[config.mk]
export PLATFORM = sky130hd
export DESIGN_NAME = uart_frame_tx
export DESIGN_NICKNAME = d
export VERILOG_FILES = /design/src/rtl/dds_frame_pkg.sv /design/src/rtl/uart_byte_tx.sv /design/src/rtl/uart_frame_tx.sv
export SDC_FILE = /design/constraint.sdc
export NUM_CORES = 1
export LEC_CHECK = 0
export CAP_MARGIN = 40
export CORE_AREA = 3 3 152 154
export CTS_CLUSTER_SIZE = 8
export DETAILED_ROUTE_END_ITERATION = 10
export DIE_AREA = 0 0 155 157
export DONT_BUFFER_PORTS = 1
export HOLD_SLACK_MARGIN = 0.03
export PLACE_DENSITY_LB_ADDON = 0.15
export SLEW_MARGIN = 20
export SYNTH_ARGS = -nofsm -noshare
export SYNTH_HDL_FRONTEND = slang
export SYNTH_SLANG_ARGS = --single-unit
[constraint.sdc]
create_clock -name sys_clk -period 5.65 [get_ports sys_clk]
set_input_delay 1.4125 -clock sys_clk [delete_from_list [all_inputs] [get_ports sys_clk]]
set_output_delay 1.4125 -clock sys_clk [all_outputs]
set_load 0.005 [all_outputs]
[src/rtl/dds_frame_pkg.sv]
// Constants, state encoding and checksum helper shared by the UART frame transmitter
// and the command receiver.
package dds_frame_pkg;

  localparam logic [7:0] FRAME_HEAD = 8'h55;
  localparam logic [7:0] FRAME_TAIL = 8'hAA;
  localparam int         FRAME_LEN  = 14;

  typedef enum logic [2:0] {
    ST_IDLE,
    ST_START,
    ST_DATA,
    ST_STOP,
    ST_GAP
  } frame_state_t;

  // XOR of frame bytes 1..11; byte 1 sits in body[87:80], byte 11 in body[7:0].
  function automatic logic [7:0] frame_chk(input logic [87:0] body);
    logic [7:0] acc;
    acc = '0;
    for (int i = 0; i < 11; i++) begin
      acc ^= body[i*8 +: 8];
    end
    return acc;
  endfunction

endpackage

[src/rtl/uart_byte_tx.sv]
// 8N1 byte serializer with optional trailing mark (gap) bit-times. A new byte offered
// during the last cycle of the final mark bit starts without any idle cycle.
module uart_byte_tx
  import dds_frame_pkg::*;
#(
  parameter int BAUD_CNT = 434,
  parameter int GAP_BITS = 0
) (
  input  logic       clk,
  input  logic       srst,
  input  logic       i_byte_valid,
  input  logic [7:0] i_byte_data,
  output logic       o_byte_ready,
  output logic       o_txd
);

  localparam int             CW        = (BAUD_CNT > 1) ? $clog2(BAUD_CNT) : 1;
  localparam logic [CW-1:0]  BAUD_LAST = CW'(BAUD_CNT - 1);
  localparam logic [3:0]     GAP_LAST  = (GAP_BITS > 0) ? 4'(GAP_BITS - 1) : 4'd0;

  frame_state_t  r_state, w_state_next;
  logic [CW-1:0] r_baud_cnt, w_baud_cnt_next;
  logic [2:0]    r_bit_idx, w_bit_idx_next;
  logic [3:0]    r_gap_cnt, w_gap_cnt_next;
  logic [7:0]    r_data, w_data_next;
  logic          r_txd, w_txd_next;
  logic          w_bit_end;
  logic          w_last_mark;

  assign w_bit_end    = (r_baud_cnt == BAUD_LAST);
  assign w_last_mark  = w_bit_end &&
                        (((r_state == ST_STOP) && (GAP_BITS == 0)) ||
                         ((r_state == ST_GAP) && (r_gap_cnt == GAP_LAST)));
  assign o_byte_ready = (r_state == ST_IDLE) || w_last_mark;
  assign o_txd        = r_txd;

  always_ff @(posedge clk) begin
    if (srst) begin
      r_state    <= ST_IDLE;
      r_baud_cnt <= '0;
      r_bit_idx  <= '0;
      r_gap_cnt  <= '0;
      r_data     <= '0;
      r_txd      <= 1'b1;
    end else begin
      r_state    <= w_state_next;
      r_baud_cnt <= w_baud_cnt_next;
      r_bit_idx  <= w_bit_idx_next;
      r_gap_cnt  <= w_gap_cnt_next;
      r_data     <= w_data_next;
      r_txd      <= w_txd_next;
    end
  end

  always_comb begin
    w_state_next    = r_state;
    w_baud_cnt_next = w_bit_end ? '0 : r_baud_cnt + 1'b1;
    w_bit_idx_next  = r_bit_idx;
    w_gap_cnt_next  = r_gap_cnt;
    w_data_next     = r_data;
    w_txd_next      = 1'b1;

    case (r_state)
      ST_IDLE: begin
        w_baud_cnt_next = '0;
        if (i_byte_valid) begin
          w_state_next = ST_START;
          w_data_next  = i_byte_data;
        end
      end
      ST_START: begin
        if (w_bit_end) begin
          w_state_next   = ST_DATA;
          w_bit_idx_next = '0;
        end
      end
      ST_DATA: begin
        if (w_bit_end) begin
          if (r_bit_idx == 3'd7) w_state_next = ST_STOP;
          else                   w_bit_idx_next = r_bit_idx + 1'b1;
        end
      end
      ST_STOP: begin
        if (w_bit_end && (GAP_BITS > 0)) begin
          w_state_next   = ST_GAP;
          w_gap_cnt_next = '0;
        end
      end
      ST_GAP: begin
        if (w_bit_end && !w_last_mark) w_gap_cnt_next = r_gap_cnt + 1'b1;
      end
      default: w_state_next = ST_IDLE;
    endcase

    // End of the final mark bit: chain straight into the next start bit if one is waiting.
    if (w_last_mark) begin
      if (i_byte_valid) begin
        w_state_next = ST_START;
        w_data_next  = i_byte_data;
      end else begin
        w_state_next = ST_IDLE;
      end
    end

    case (w_state_next)
      ST_START: w_txd_next = 1'b0;
      ST_DATA:  w_txd_next = w_data_next[w_bit_idx_next];
      default:  w_txd_next = 1'b1;
    endcase
  end

endmodule

[src/rtl/uart_frame_tx.sv]
// Captures one status record, builds the 14-byte response frame (head, 11 payload bytes,
// XOR checksum, tail) and streams it through the byte serializer back to back.
module uart_frame_tx
  import dds_frame_pkg::*;
#(
  parameter int CLK_FREQ = 50_000_000,
  parameter int UART_BPS = 115200,
  parameter int GAP_BITS = 0
) (
  input  logic        sys_clk,
  input  logic        sys_rst,
  input  logic        frame_valid,
  output logic        frame_ready,
  input  logic [7:0]  reg_func,
  input  logic [7:0]  hs_pwm_ch,
  input  logic [7:0]  hs_ctrl_sta,
  input  logic [7:0]  duty_num,
  input  logic [15:0] pulse_dessert,
  input  logic [7:0]  pulse_num,
  input  logic [31:0] pat,
  output logic        uart_txd,
  output logic        tx_busy,
  output logic        frame_done
);

  localparam int         BAUD_CNT = CLK_FREQ / UART_BPS;
  localparam logic [3:0] LAST_IDX = 4'(FRAME_LEN - 1);

  logic       r_busy;
  logic       r_done;
  logic [3:0] r_byte_idx;
  logic [3:0] w_next_idx;
  logic [7:0] r_frame [FRAME_LEN];
  logic [7:0] w_in_bytes [FRAME_LEN];
  logic       w_accept;
  logic       w_byte_valid;
  logic       w_byte_ready;
  logic [7:0] w_byte_data;

  assign frame_ready  = !r_busy && !sys_rst;
  assign w_accept     = frame_valid && frame_ready;
  assign w_next_idx   = (r_byte_idx == LAST_IDX) ? LAST_IDX : r_byte_idx + 4'd1;
  // The head byte goes straight from the accept edge so the start bit follows immediately.
  assign w_byte_valid = r_busy ? (r_byte_idx != LAST_IDX) : w_accept;
  assign w_byte_data  = r_busy ? r_frame[w_next_idx] : FRAME_HEAD;
  assign tx_busy      = r_busy;
  assign frame_done   = r_done;

  always_comb begin
    w_in_bytes[0]  = FRAME_HEAD;
    w_in_bytes[1]  = reg_func;
    w_in_bytes[2]  = hs_pwm_ch;
    w_in_bytes[3]  = hs_ctrl_sta;
    w_in_bytes[4]  = duty_num;
    w_in_bytes[5]  = pulse_dessert[15:8];
    w_in_bytes[6]  = pulse_dessert[7:0];
    w_in_bytes[7]  = pulse_num;
    w_in_bytes[8]  = pat[31:24];
    w_in_bytes[9]  = pat[23:16];
    w_in_bytes[10] = pat[15:8];
    w_in_bytes[11] = pat[7:0];
    w_in_bytes[12] = frame_chk({reg_func, hs_pwm_ch, hs_ctrl_sta, duty_num,
                                pulse_dessert, pulse_num, pat});
    w_in_bytes[13] = FRAME_TAIL;
  end

  always_ff @(posedge sys_clk) begin
    if (w_accept) begin
      for (int i = 0; i < FRAME_LEN; i++) begin
        r_frame[i] <= w_in_bytes[i];
      end
    end
  end

  always_ff @(posedge sys_clk) begin
    if (sys_rst) begin
      r_busy     <= 1'b0;
      r_done     <= 1'b0;
      r_byte_idx <= '0;
    end else begin
      r_done <= 1'b0;
      if (w_accept) begin
        r_busy     <= 1'b1;
        r_byte_idx <= '0;
      end else if (r_busy && w_byte_ready) begin
        if (r_byte_idx == LAST_IDX) begin
          r_busy <= 1'b0;
          r_done <= 1'b1;
        end else begin
          r_byte_idx <= w_next_idx;
        end
      end
    end
  end

  uart_byte_tx #(
    .BAUD_CNT (BAUD_CNT),
    .GAP_BITS (GAP_BITS)
  ) u_byte_tx (
    .clk          (sys_clk),
    .srst         (sys_rst),
    .i_byte_valid (w_byte_valid),
    .i_byte_data  (w_byte_data),
    .o_byte_ready (w_byte_ready),
    .o_txd        (uart_txd)
  );

endmodule

==> results by group, run 1 <==
Outcome
  • Outcome: finished clean

Yosys
  • Synthesized area per cell: 12.1 um^2
  • Post-synthesis cell type count: 81
  • FF+latch count, synth: 130
  • Async S/R FF share, synth: 0
  • Ys Warns: 0
  • Post-synthesis sequential area ratio: 0.545
  • Syn Inst Count: 539
  • EDFF count, synth: 96
  • Syn nets: 637
  • Mapped Area: 6540 um^2
  • Most common flop cell mapped by yosys: edfxtp_1

Routing
  • Starting DRT DRC Count: 309
  • Routed WL: 15600 um
  • Post-DRT Antenna Nets: 0
  • Vias: 4164
  • DR pass1 iterations: 4
  • Vias per cell: 5.02
  • WL per Instance: 18.8 um
  • Residual DRC: 0

Clock network
  • CTS tree: built
  • # hold bufs at CTS: 0
  • Clk Latency, worst-skew pair: 0.42 ns
  • Post-CTS setup buffer count: 0
  • Max clock buf depth: 2
  • Clock Sink Count: 130
  • TritonCTS Buffers: 17
  • Clock root buffer: clkbuf_16
  • Clk pin slew, worst setup/hold paths: 0.06 ns
  • H-tree lvl count: 4
  • Post-CTS sizing: 0

Global route
  • First-pass GRT wire length: 24400 um
  • Grt total ovfl: 0
  • Vias in the first global route: 4280
  • Gr usage total: 0.130
  • Initial antenna violation count: 0
  • Largest net degree at the start of global routing: 47

Final layout
  • Most frequent cells in the layout: edfxtp_1, xnor2_1, nor2_1, dfxtp_1, xor2_1
  • Share of cells above drive strength 1: 0.116
  • Fill cells: 2150
  • Final instance area: 7400 um^2
  • Post-Layout Cell Count: 830
  • Inserted Diodes: 0
  • Final #Nets: 635
  • Most common cell after layout, fill and taps aside: edfxtp_1
  • Area delta synth->final: 13.1%

STA
  • PnR worst setup slack: 2.31 ns
  • RSZ-0062 raised after global routing: false
  • Final min period: 3.34 ns
  • Fin crit share: 0.591
  • Relative slew slack: 0.421
  • Final Max Slew Viols: 0
  • Worst-Margin Slew: 0.868 ns
  • Endpoints failing setup: 0
  • Hold Vio Cnt, Final: 0
  • Clock skew: 0.00638 ns
  • Setup TNS: 0 ns
  • Max Clock Freq: 0.300 GHz

Placement
  • Placed Area: 6770 um^2
  • Pre-CTS WS: 2.34 ns
  • Routability cong.: 0.824
  • Detailed placement HPWL: 11300 um
  • Number of port buffers: 0
  • DP Cell Count: 798

Critical path
  • Worst path required time: 5.96 ns
  • Max FO, Critical Path: 22
  • CP most frequent cell: o31a_1
  • Worst Setup Path Type: reg2reg
  • Crit path max-delay family: simple AND/OR/NAND/NOR gates
  • Worst path buffer plus inverter count: 1
  • Slowest CP cell: ha_1
  • CP Launch Type: flop
  • Worst-path cell chain: ha_1, inv_1, or4_1, o21ai_1, a32oi_1, nor2_1, o31a_1, nor4_1, o31a_1
  • Crit end category: flop
  • CP max stage delay: 0.74 ns
  • CP Data Arrival Time: 3.64 ns

Die
  • Core ar.: 21800 um^2
  • # IOs: 95
  • Row count: 54
  • Initial core utilization: 0.300
  • Die Area: 24300 um^2
  • Die W: 155 um
  • Die Ht: 157 um

Pwr
  • Pwr Density: 350 nW/um^2
  • Gate power share: 0.112
  • Maximum vdd ir drop: 0.151 mV
  • Flop pwr share: 0.429
  • Internal: 0.00197 W
  • Clock power frac: 0.460
  • P_leak: 2.36 nW
  • Net Switching: 0.000621 W
  • Sw Share: 0.240

Flow run
  • Total of max-cap violations: 0

Hold path
  • HP Class: reg2reg
[cells by family (layout without fill, tap and decap cells)]
family / after synthesis / in the layout / synth area share
simple gates: 145 / 145 / 0.118
flops: 130 / 130 / 0.545
compound gates: 106 / 106 / 0.116
xor+xnor: 94 / 94 / 0.127
buf+inv: 33 / 44 / 0.0285
mux: 24 / 24 / 0.0515
fa+ha+maj: 7 / 7 / 0.0134
[power by group through the flow]
stage / sequential (W) / combinational [W] / clock, W
2_1_floorplan: 0.00111 / 0.000247 / 0
3_3_place_gp: 0.00113 / 0.000289 / 0
3_5_place_dp: 0.00113 / 0.000291 / 0
4_1_cts: 0.00111 / 0.000292 / 0.00122
5_1_grt: 0.00111 / 0.000319 / 0.00126
6_report: 0.00111 / 0.000289 / 0.00119
[per-stage QoR]
| step | utilization | hold WS (ns) | power, W |
|---|---|---|---|
| 6_report | 0.339 | 0.475 | 0.00259 |
| 4_1_cts | 0.339 | 0.479 | 0.00262 |
| 3_5_place_dp | 0.310 | 0.464 | 0.00142 |
| 3_3_place_gp | 0.310 | 0.449 | 0.00142 |
| 5_1_grt | 0.339 | 0.512 | 0.00270 |
| 2_1_floorplan | - | 0.433 | 0.00136 |
[area by class of cell]
| cell class | instances | area [um^2] | share of cell area |
|---|---|---|---|
| sequential | 130 | 3560 | 0.482 |
| multi-input combinational | 376 | 2790 | 0.377 |
| clock buffer | 18 | 429 | 0.0580 |
| tap | 280 | 350 | 0.0474 |
| clock inverter | 14 | 200 | 0.0271 |
| inverter | 8 | 31.3 | 0.00423 |
| timing repair buffer | 4 | 30.0 | 0.00406 |
[worst paths after layout]
check | endpoint | from | slack (ns) | depth (start not counted)
hold / removal | u_byte_tx.r_baud_cnt[0]$_SDFF_PP0_ | u_byte_tx.r_baud_cnt[0]$_SDFF_PP0_ | 0.47 | 1
setup / recovery | u_byte_tx.o_txd$_SDFF_PP1_ | r_byte_idx[0]$_SDFFE_PP0P_ | 2.31 | 9
hold reg to reg | u_byte_tx.r_baud_cnt[0]$_SDFF_PP0_ | u_byte_tx.r_baud_cnt[0]$_SDFF_PP0_ | 0.47 | 1
setup reg to reg | u_byte_tx.o_txd$_SDFF_PP1_ | r_byte_idx[0]$_SDFFE_PP0P_ | 2.31 | 9
[per-layer routing]
metal | GRT usage | routed length [um] | share of wire
met1 | 0.170 | 7120 | 0.46
met2 | 0.205 | 7330 | 0.47
met3 | 0.0440 | 943 | 0.060
met4 | 0.0416 | 240 | 0.015
met5 | 0 | 0 | 0
[worst reg2reg max path, delay by kind of cell (launching register included)]
| family | cells | cell delay [ns] |
|---|---|---|
| AO/OA/AOI/OAI | 4 | 0.69 |
| buffers and inverters | 1 | 0.36 |
| adder cells (fa/ha/maj) | 1 | 0.75 |
| flip-flops | 1 | 0.65 |
| AND/OR/NAND/NOR | 3 | 0.79 |
[sequential cells by signal (all words and copies together) (netlist names)]
register	cells
r_frame	96
u_byte_tx.r_baud_cnt	9
u_byte_tx.r_data	8
r_byte_idx	4
u_byte_tx.r_gap_cnt	4
u_byte_tx.r_bit_idx	3
u_byte_tx.r_state	3
frame_done	1
tx_busy	1
u_byte_tx.o_txd	1
[cell usage after synthesis (all sizes together), types with 5 or more instances]
cell / number / area share
nor2b: 6 / 0.0057
a211oi: 9 / 0.012
mux2i: 13 / 0.020
nand2: 18 / 0.012
xnor2: 70 / 0.095
a221oi: 7 / 0.012
xor2: 24 / 0.032
dfxtp: 34 / 0.10
nor2: 54 / 0.031
nand3: 12 / 0.0092
and3: 5 / 0.0050
o22ai: 11 / 0.011
o21ai: 15 / 0.011
nor3: 9 / 0.0069
mux4: 7 / 0.024
clkbuf: 8 / 0.0082
ha: 7 / 0.013
inv: 8 / 0.0046
nand2b: 15 / 0.015
edfxtp: 96 / 0.44
buf: 17 / 0.016
a21oi: 23 / 0.018
(Power assumes the default switching activity.)
==> run 2: changes to the inputs <==
- clock period: 5.65 -> 2.79 ns (I/O delays scaled with it)
==> run 2 against run 1 <==
Worst setup slack worse by 2.2 ns. Critical path depth stayed put. Sequential cell count stayed put. Non-clock buffer count is 35 higher. Hold slack worse by 0.12 ns. Largest power group is now sequential cells. Highest routed layer unchanged.
==> results by group, run 2 (synthesized netlist as in run 1, its figures left out) <==
STA
  • Clock skew: 0.0114 ns (+0.00506 ns)
  • Hold Vio Cnt, Final: 0 (unchanged)
  • Max Clock Freq: 0.379 GHz (+26%)
  • Relative slew slack: 0.612 (+0.191)
  • Final min period: 2.64 ns (-0.699 ns)
  • Fin crit share: 0.946 (+0.355)
  • Fin Hold WS: 0.354 ns (-0.121 ns)
  • Final Max Slew Viols: 0 (unchanged)
  • Worst-Margin Slew: 0.581 ns (-0.287 ns)
  • Endpoints failing setup: 0 (unchanged)

Global route
  • Largest net degree at the start of global routing: 53 (+13%)
  • Vias in the first global route: 4507 (+5.3%)
  • First-pass GRT wire length: 25000 um (+2.7%)
  • Gr usage total: 0.134 (+0.00345)
  • Grt total ovfl: 0 (unchanged)
  • Initial antenna violation count: 0 (unchanged)

Pwr
  • Pwr Density: 649 nW/um^2 (+86%)
  • P_leak: 2.49 nW (+5.7%)
  • Flop pwr share: 0.449 (+0.020)
  • Sw Share: 0.250 (+0.00985)
  • Maximum vdd ir drop: 0.392 mV (+160%)
  • Overall power: 0.00498 W (+93%)
  • Gate power share: 0.136 (+0.024)
  • Net Switching: 0.00124 W (+100%)
  • Clock power frac: 0.416 (-0.044)
  • Internal: 0.00374 W (+90%)

Routing
  • Vias: 4261 (+2.3%)
  • Wire length on met2: 8010 um (+9.2%)
  • Starting DRT DRC Count: 245 (-21%)
  • Vias per cell: 4.93 (-1.8%)
  • Routed WL: 16100 um (+3.1%)
  • Met3 wire len: 761 um (-19%)
  • Residual DRC: 0 (unchanged)
  • Post-DRT Antenna Nets: 0 (unchanged)
  • Top Metal Used: met4
  • WL per Instance: 18.6 um (-1.0%)
  • Sum of routed wire segments on met1: 7190 um (+1.0%)
  • DR pass1 iterations: 4 (unchanged)

Critical path
  • Max FO, Critical Path: 8 (-64%)
  • CP Data Arrival Time: 2.93 ns (-0.71 ns)
  • Worst path required time: 3.08 ns (-2.88 ns)
  • CP Launch Type: flop
  • Crit end category: flop
  • Worst Setup Path Type: reg2reg

Hold path
  • HP Class: in2reg

Final layout
  • Most common cell after layout, fill and taps aside: edfxtp_1
  • Regs by FF count: r_frame: 96 flops, u_byte_tx.r_baud_cnt: 9 flops, u_byte_tx.r_data: 8 flops
  • Top reg by flops: r_frame
  • Final #Nets: 670 (+5.5%)
  • Inserted Diodes: 0 (unchanged)
  • Post-Layout Cell Count: 865 (+4.2%)
  • Sequential cell area: 3570 um^2 (+0.14%)
  • Area delta synth->final: 17.4%
  • Largest register FFs: 96 (unchanged)
  • Multi-input logic area: 2850 um^2 (+2.0%)
  • Fill cells: 2138 (-0.56%)
  • Most frequent cells in the layout: edfxtp_1, xnor2_1, nor2_1, buf_4, dfxtp_1
  • Share of cells above drive strength 1: 0.188 (+0.0717)

Clock network
  • TritonCTS Buffers: 17 (unchanged)
  • Clk Latency, worst-skew pair: 0.41 ns (about the same)
  • CTS tree: built
  • Clock Sink Count: 130 (unchanged)
  • H-tree lvl count: 4 (unchanged)
  • # hold bufs at CTS: 0 (unchanged)
  • Clk pin slew, worst setup/hold paths: 0.06 ns (about the same)
  • Max clock buf depth: 2 (unchanged)
  • Clock root buffer: clkbuf_16

Die
  • Die Ht: 157 um (unchanged)
  • Die Area: 24300 um^2 (unchanged)
  • Row count: 54 (unchanged)
  • # IOs: 95 (unchanged)
  • Initial core utilization: 0.300 (unchanged)
  • Core ar.: 21800 um^2 (unchanged)
  • Die W: 155 um (unchanged)

Outcome
  • Outcome: finished clean

Placement
  • DP Cell Count: 832 (+4.3%)
  • Number of port buffers: 0 (unchanged)
  • Routability cong.: 0.823 (-0.13%)
  • Detailed placement HPWL: 12000 um (+6.0%)

Flow run
  • Total of max-cap violations: 0 (unchanged)
-- run 2: cell types whose count changed in the layout (fill, tap and decap cells not counted), moves of 2 or more --
| cell | change |
|---|---|
| buf_4 | +30 |
| clkinvlp_4 | +4 |
| dfxtp_1 | -4 |
| dfxtp_2 | +4 |
| bufinv_16 | -3 |
| inv_6 | -3 |
| buf_12 | +2 |
| buf_6 | +2 |
| clkinv_1 | +2 |
| clkinv_2 | +2 |
| nor3_1 | -2 |
| nor3_2 | +2 |
-- run 2: power by group through the flow --
stage / sequential (W) / combinational [W] / clock, W
3_5_place_dp: 0.00228 / 0.000668 / 0
4_1_cts: 0.00224 / 0.000673 / 0.00212
6_report: 0.00224 / 0.000676 / 0.00207
3_3_place_gp: 0.00228 / 0.000665 / 0
5_1_grt: 0.00224 / 0.000746 / 0.00219
2_1_floorplan: 0.00225 / 0.000501 / 0
-- run 2: path summary, 6_finish.rpt --
check                                           from                                  end  slack [ns]  cells after the start
setup / recovery   u_byte_tx.r_bit_idx[0]$_SDFF_PP0_           u_byte_tx.o_txd$_SDFF_PP1_        0.15                      9
hold / removal                               sys_rst  u_byte_tx.r_gap_cnt[3]$_SDFFE_PP0P_        0.35                      1
setup reg to reg   u_byte_tx.r_bit_idx[0]$_SDFF_PP0_           u_byte_tx.o_txd$_SDFF_PP1_        0.15                      9
hold reg to reg   u_byte_tx.r_baud_cnt[0]$_SDFF_PP0_   u_byte_tx.r_baud_cnt[0]$_SDFF_PP0_        0.49                      1
-- run 2: metrics by stage --
stage          TNS, ns  worst slack [ns]  cell area, um^2   util
2_1_floorplan        0            0.0713             6540      -
3_3_place_gp         0            0.0368             7050  0.323
3_5_place_dp   -0.0190           -0.0190             7050  0.323
4_1_cts              0            0.0188             7590  0.348
5_1_grt        -0.0361           -0.0361             7670  0.352
6_report             0             0.152             7670  0.352
-- run 2: cell type report --
class / count / area share
flip-flops and latches: 130 / 0.465
multi-input cells: 376 / 0.371
clock buffers: 17 / 0.0554
well taps: 280 / 0.0456
repair buffers: 39 / 0.0434
clock inverters: 15 / 0.0153
inverters: 8 / 0.00440
-- run 2: layer usage --
metal | GRT usage | vias to the layer above
met2 | 0.222 | 95
met4 | 0.0412 | 0
met1 | 0.166 | 2080
li1 | - | 2074
met5 | 0 | -
met3 | 0.0429 | 12
-- run 2: repair_timing --
action                     in CTS  in global routing
pin swaps                       0                  1
gates resized for setup         1                 19
setup endpoints to repair       1                  1
buffers inserted                0                  1
-- run 2: worst max-delay path, cell delays in order, from the launching register on --
cell      delay (ns)
dfxtp_2         0.35
ha_1            0.26
and2_1          0.19
nor4b_1         0.52
a221oi_4        0.22
mux2i_1         0.25
a221oi_2        0.10
a21oi_1         0.18
o221ai_1        0.14
o31a_1          0.31
==> run 3: changes to the inputs <==
- SKIP_CTS_REPAIR_TIMING: not set -> 1
==> results of run 3 <==
Same layout as run 2: the final DEF is identical, and so are final timing and power.
